`src/rtl/branch_predictor.sv`:
```
// branch_predictor
// Direct-mapped, tagged branch prediction table with 2-bit saturating
// counters and stored targets. Fetch looks up a PC and gets a registered
// prediction one cycle later; execute writes back resolved outcomes to train
// the table. A saturating counter tracks mispredicted updates.
//
// Handshake semantics: there is no backpressure on either port. lookup_valid
// and upd_valid are single-cycle qualifiers sampled on every rising edge;
// pred_valid is a one-cycle pulse aligned with the registered pred_* fields.
// Both ports may fire every cycle, including to the same index, in which case
// the lookup observes the entry as it was before the update commits.

module branch_predictor #(
    parameter int INDEX_BITS = 6,
    parameter int CNT_WIDTH  = 16
) (
    input  logic                 clk,
    input  logic                 rst,
    input  logic                 lookup_valid,
    input  logic [31:0]          lookup_pc,
    output logic                 pred_valid,
    output logic                 pred_taken,
    output logic [31:0]          pred_target,
    input  logic                 upd_valid,
    input  logic [31:0]          upd_pc,
    input  logic                 upd_taken,
    input  logic [31:0]          upd_target,
    input  logic                 upd_pred_taken,
    output logic [CNT_WIDTH-1:0] mispredict_count
);

    localparam int ENTRIES = 1 << INDEX_BITS;
    localparam int TAG_W   = 30 - INDEX_BITS;

    localparam logic [1:0] CTR_STRONG_NT = 2'b00;
    localparam logic [1:0] CTR_WEAK_NT   = 2'b01;
    localparam logic [1:0] CTR_WEAK_T    = 2'b10;
    localparam logic [1:0] CTR_STRONG_T  = 2'b11;

    localparam logic [CNT_WIDTH-1:0] CNT_MAX = {CNT_WIDTH{1'b1}};
    localparam logic [CNT_WIDTH-1:0] CNT_ONE = {{(CNT_WIDTH-1){1'b0}}, 1'b1};

    // ------------------------------------------------------------------
    // Table storage. Only the valid bits are reset; tag/ctr/target are
    // don't-care until their entry has been allocated.
    // ------------------------------------------------------------------
    logic [ENTRIES-1:0] valid_q;
    logic [TAG_W-1:0]   tag_mem    [ENTRIES];
    logic [1:0]         ctr_mem    [ENTRIES];
    logic [31:0]        target_mem [ENTRIES];

    // ------------------------------------------------------------------
    // Lookup path decode
    // ------------------------------------------------------------------
    logic [INDEX_BITS-1:0] lk_idx;
    logic [TAG_W-1:0]      lk_tag;
    logic                  lk_hit;
    logic                  lk_taken;
    logic [31:0]           lk_fallthrough;
    logic [31:0]           lk_target;

    assign lk_idx         = lookup_pc[INDEX_BITS+1:2];
    assign lk_tag         = lookup_pc[31:INDEX_BITS+2];
    assign lk_fallthrough = lookup_pc + 32'd4;

    // Hit detection and prediction selection for the fetch-side lookup.
    always_comb begin
        lk_hit    = valid_q[lk_idx] && (tag_mem[lk_idx] == lk_tag);
        lk_taken  = lk_hit && ctr_mem[lk_idx][1];
        lk_target = lk_fallthrough;
        if (lk_taken) begin
            lk_target = target_mem[lk_idx];
        end
    end

    // ------------------------------------------------------------------
    // Update path decode
    // ------------------------------------------------------------------
    logic [INDEX_BITS-1:0] up_idx;
    logic [TAG_W-1:0]      up_tag;
    logic                  up_hit;
    logic [1:0]            up_ctr_cur;
    logic [1:0]            up_ctr_next;
    logic                  up_write_target;
    logic                  up_mispredict;

    // The two low PC bits never select an entry; instructions are word aligned.
    logic [1:0] unused_upd_pc_lo;
    assign unused_upd_pc_lo = upd_pc[1:0];

    assign up_idx     = upd_pc[INDEX_BITS+1:2];
    assign up_tag     = upd_pc[31:INDEX_BITS+2];
    assign up_ctr_cur = ctr_mem[up_idx];

    // Next counter value: saturating train on a hit, fresh weak state on allocate.
    always_comb begin
        up_hit          = valid_q[up_idx] && (tag_mem[up_idx] == up_tag);
        up_ctr_next     = CTR_WEAK_NT;
        up_write_target = 1'b1;
        if (up_hit) begin
            up_write_target = upd_taken;
            if (upd_taken) begin
                up_ctr_next = (up_ctr_cur == CTR_STRONG_T) ? CTR_STRONG_T
                                                            : up_ctr_cur + 2'd1;
            end else begin
                up_ctr_next = (up_ctr_cur == CTR_STRONG_NT) ? CTR_STRONG_NT
                                                             : up_ctr_cur - 2'd1;
            end
        end else begin
            up_ctr_next = upd_taken ? CTR_WEAK_T : CTR_WEAK_NT;
        end
    end

    assign up_mispredict = upd_valid && (upd_pred_taken != upd_taken);

    // ------------------------------------------------------------------
    // State
    // ------------------------------------------------------------------

    // Valid bits: cleared by reset, set by any update (hit or allocate).
    always_ff @(posedge clk) begin
        if (rst) begin
            valid_q <= '0;
        end else if (upd_valid) begin
            valid_q[up_idx] <= 1'b1;
        end
    end

    // Entry payload write; suppressed during reset so training is discarded.
    always_ff @(posedge clk) begin
        if (!rst && upd_valid) begin
            tag_mem[up_idx] <= up_tag;
            ctr_mem[up_idx] <= up_ctr_next;
            if (up_write_target) begin
                target_mem[up_idx] <= upd_target;
            end
        end
    end

    // Registered prediction; fields hold when no lookup is presented.
    always_ff @(posedge clk) begin
        if (rst) begin
            pred_valid  <= 1'b0;
            pred_taken  <= 1'b0;
            pred_target <= 32'h0;
        end else if (lookup_valid) begin
            pred_valid  <= 1'b1;
            pred_taken  <= lk_taken;
            pred_target <= lk_target;
        end else begin
            pred_valid  <= 1'b0;
        end
    end

    // Saturating mispredict statistic.
    always_ff @(posedge clk) begin
        if (rst) begin
            mispredict_count <= '0;
        end else if (up_mispredict && (mispredict_count != CNT_MAX)) begin
            mispredict_count <= mispredict_count + CNT_ONE;
        end
    end

endmodule

```
`config.mk`:
```
export PLATFORM = sky130hd
export DESIGN_NAME = branch_predictor
export DESIGN_NICKNAME = d
export VERILOG_FILES = /design/src/rtl/branch_predictor.sv
export SDC_FILE = /design/constraint.sdc
export NUM_CORES = 2
export LEC_CHECK = 0
export CAP_MARGIN = 20
export CORE_MARGIN = 2
export CORE_UTILIZATION = 45
export CTS_CLUSTER_SIZE = 20
export DETAILED_ROUTE_END_ITERATION = 16
export SYNTH_ARGS = -nofsm -noshare
export SYNTH_HDL_FRONTEND = slang
export SYNTH_SLANG_ARGS = --single-unit
export TNS_END_PERCENT = 30
```
`constraint.sdc`:
```
create_clock -name clk -period 7.2 [get_ports clk]
set_input_delay 1.44 -clock clk [delete_from_list [all_inputs] [get_ports clk]]
set_output_delay 1.44 -clock clk [all_outputs]
set_load 0.03 [all_outputs]
```
==> key figures <==
Cells and area
  • Number of fill cells: 28.2k
  • Register area: 114000 µm²
  • Footprint of the multi-input gates: 45300 µm²
  • Fin util: 0.523
  • Layout cells sized above 1: 0.304
  • Layout net count: 8919
  • Area Growth Syn to Fin: 15.9%

Clock tree
  • H-tree Lvls: 5
  • Total CTS buffers: 400
  • Clock latency on the worst-skew pair: 1.01 ns
  • Post-CTS Hold Buffers: 0
  • Clk sinks: 3826
  • Clock buffer depth: 4
  • # resized after CTS: 0
  • Clock slew at reported path FFs: 0.06 ns
  • TritonCTS clock tree: built
  • Post-CTS Setup Bufs: 0
  • Root buffer cell: clkbuf_16

STA
  • Unrepaired setup endpoints after global routing: no
  • Actual slew at the worst max-slew pin: ~1.4 ns
  • Number of setup violations in the final report: 0
  • Final Hold Fails: 0
  • Max Transition Viols Final: 0
  • Setup TNS: 0 ns
  • Period utilization: 0.923
  • Slew margin rel.: 0.0881
  • Final Skew: 0.0955 ns
  • Highest Clock Rate: 0.150 GHz
  • Crit path time final: 6.65 ns

Power
  • P per Cell Area: 261 nW/µm²
  • Worst vdd ir: between 0.2 and 0.25 mV
  • Leak Pwr: 59.2 nW

Yosys
  • Post-synth EDFFs: 3712
  • Top post-synthesis cells by count: 3712 x edfxtp_1, 1123 x mux4_2, 359 x mux2i_1, 251 x clkbuf_1, 203 x nand2_1
  • Post-synthesis cell count: between 8k and 9k
  • Largest area contributor in the netlist: edfxtp_1
  • Ys flop type: edfxtp_1
  • Post-synth top area share: 0.689
  • Top-count cell post-synth: edfxtp_1
  • Asr flop ratio synth: 0
  • Post-Syn Area: 162000 µm²
  • Syn nets: 8315
  • Syn avg cell area: 19.7 µm²
  • Seq/Total Area, Yosys: 0.703
  • Ranking of synthesized cells by area: edfxtp_1 69%, mux4_2 16%, mux2i_1 2.2%, dfxtp_1 1.4%, a221oi_1 1.0%
  • #FFs+latches synth: 3826
  • Synth cell types: 94
  • Yosys warns: 0

Worst setup path
  • Max FO, Critical Path: 28
  • CP required: a little under 8 ns
  • CP cell instances: clkdlybuf4s50_1 > buf_4 > or3_2 > buf_12 > o22ai_1 > nor2_1 > nor4b_1 > xor2_1 > buf_4 > nand4_1 > or4_1 > buf_4 > nor3_4 > buf_12 > buf_12 > nor3_2 > buf_12
  • Slowest cell on crit path: clkdlybuf4s50_1
  • Critical R2R Capture: target_mem[54][9]
  • Slowest cell delay on critical path: 0.88 ns
  • Critical Path Most Common Cell: buf_12
  • Beginning of the critical path: upd_pc[6]
  • Reg-to-Reg Start: tag_mem[12][0]
  • Startpoint Class: primary input
  • CP endpoint kind: flip-flop
  • Crit path kind: in2reg
  • Crit path DAT: 7.35 ns
  • Worst reg-to-reg setup slack: 1.91 ns
  • Worst reg2reg path depth: 15

Floorplan
  • Row count: 220
  • Chip width: 603 µm
  • IO Pins: 152
  • Initial Util: 0.451
  • Core area: 358000 µm²
  • Die area: approximately 360000 µm²
  • Die height: 603 µm

Routing
  • DRC Markers: 0
  • Average wire per standard cell: 41.5 µm
  • DR vias/cell: 6.90
  • Antenna-violating nets left: 0
  • Iter 0 DRT Violations: approximately 16k
  • DR pass1 iterations: 7
  • Via count: 96.5k
  • DRT Wirelength: 579000 µm

Global routing
  • GRT Overall Usage: 0.313
  • Global-route wire length before repair: 784000 µm
  • Vias in the first global route: 94.0k
  • Initial antenna violation count: 67
  • Largest net degree at the start of global routing: 134
  • GRT Residual Overflow: 0

Worst hold path
  • Worst Hold Depth: 2
  • Worst hold path type: reg2reg
  • Hold path startpoint: valid_q[22]
  • Hold Path Sink: valid_q[22]

Placed design
  • Port Buffers: 149
  • Dpl hpwl: 358000 µm
  • GP Congestion: about 0.97

Run status
  • Status: completed

Flow run
  • # Max-Cap Violations: 0
-- metal layers --
| metal | GRT usage | up-vias | share of wire |
|---|---|---|---|
| li1 | - | 36400 | - |
| met1 | 0.393 | 50400 | 0.35 |
| met2 | 0.481 | 7643 | 0.46 |
| met3 | 0.0865 | 1971 | 0.12 |
| met4 | 0.204 | 36 | 0.076 |
| met5 | 0.00251 | - | 0.00058 |
-- area by class of cell --
class,count,share of cell area
Tap cell,4773,0.0319
Multi-Input combinational cell,3656,0.242
Antenna cell,46,0.000614
Timing Repair Buffer,827,0.0473
Clock inverter,241,0.0126
Clock buffer,500,0.0565
Inverter,104,0.00220
Sequential cell,3826,0.607
-- state kept, by name, summed over array words and instances (netlist names) --
signal and cells:
target_mem 2048, tag_mem 1536, ctr_mem 128, valid_q 64, pred_target 32, mispredict_count 16, pred_taken 1, pred_valid 1
-- through the flow --
stage | hold WS [ns] | instances | setup WS [ns] | area [µm²] | power [mW]
after detailed placement | 0.472 | 13200 | 0.153 | 174000 | 28.5
after floorplan | 0.459 | 8211 | 0.0511 | 162000 | 26.8
after CTS | 0.484 | 13900 | 1.16 | 187000 | 48.9
after global routing | 0.508 | 13900 | 0.782 | 187000 | 49.9
after global placement | 0.469 | 13200 | 0.0208 | 174000 | 28.5
final | 0.485 | 14000 | 0.555 | 187000 | 48.9
-- power breakdown --
| part | switching, mW | internal [mW] | total, mW | leakage, nW |
|---|---|---|---|---|
| combinational | 2.34 | 1.30 | 3.64 | 18.6 |
| clock | 8.81 | 11.9 | 20.7 | 6.31 |
| sequential | 0.0514 | 24.5 | 24.6 | 34.3 |
| total | 11.2 | 37.7 | 48.9 | 59.2 |
-- kinds of logic (layout without fill, tap and decap cells) --
family,Yosys count,count (layout),synth area share
mux,1641,1641,0.192
simple gates,839,839,0.0262
fa+ha+maj,2,2,0.000155
xor+xnor,73,73,0.00395
buf+inv,729,1672,0.0229
other cells,0,46,0
flops,3826,3826,0.703
compound gates,1101,1101,0.0513
-- critical path: cells and delay by family --
kind	cells	cell delay [ns]
AO/OA/AOI/OAI	1	0.11
XOR/XNOR	1	0.77
buffers and inverters	8	2.73
AND/OR/NAND/NOR	7	2.18
-- worst max-delay path by stage --
stage                         endpoint  slack (ns)  cells after the start
floorplan             target_mem[0][0]        0.05                     17
global placement    target_mem[54][24]        0.02                     17
detailed placement   target_mem[22][0]        0.15                     17
CTS                  target_mem[22][0]        1.16                     17
global route        target_mem[54][18]        0.78                     17
finish               target_mem[54][9]        0.55                     17
-- placed cells by master (no fill, tap or decap), types with 68 or more instances in the layout --
cell and count:
edfxtp_1 3712, mux4_2 1123, buf_4 479, clkbuf_16 407, mux2i_1 359, buf_12 199
nand2_1 194, a221oi_1 189, a22oi_1 178, o22ai_1 174, mux2_2 132, dfxtp_1 114
nor2_1 104, nand3_1 98, inv_1 95, a21oi_1 91, clkbuf_1 86, clkinv_1 83
o21ai_0 83, clkdlybuf4s50_1 82, clkinv_2 74, nor2_4 68, nor3_2 68
No activity file was read; power rests on OpenSTA's default activity.
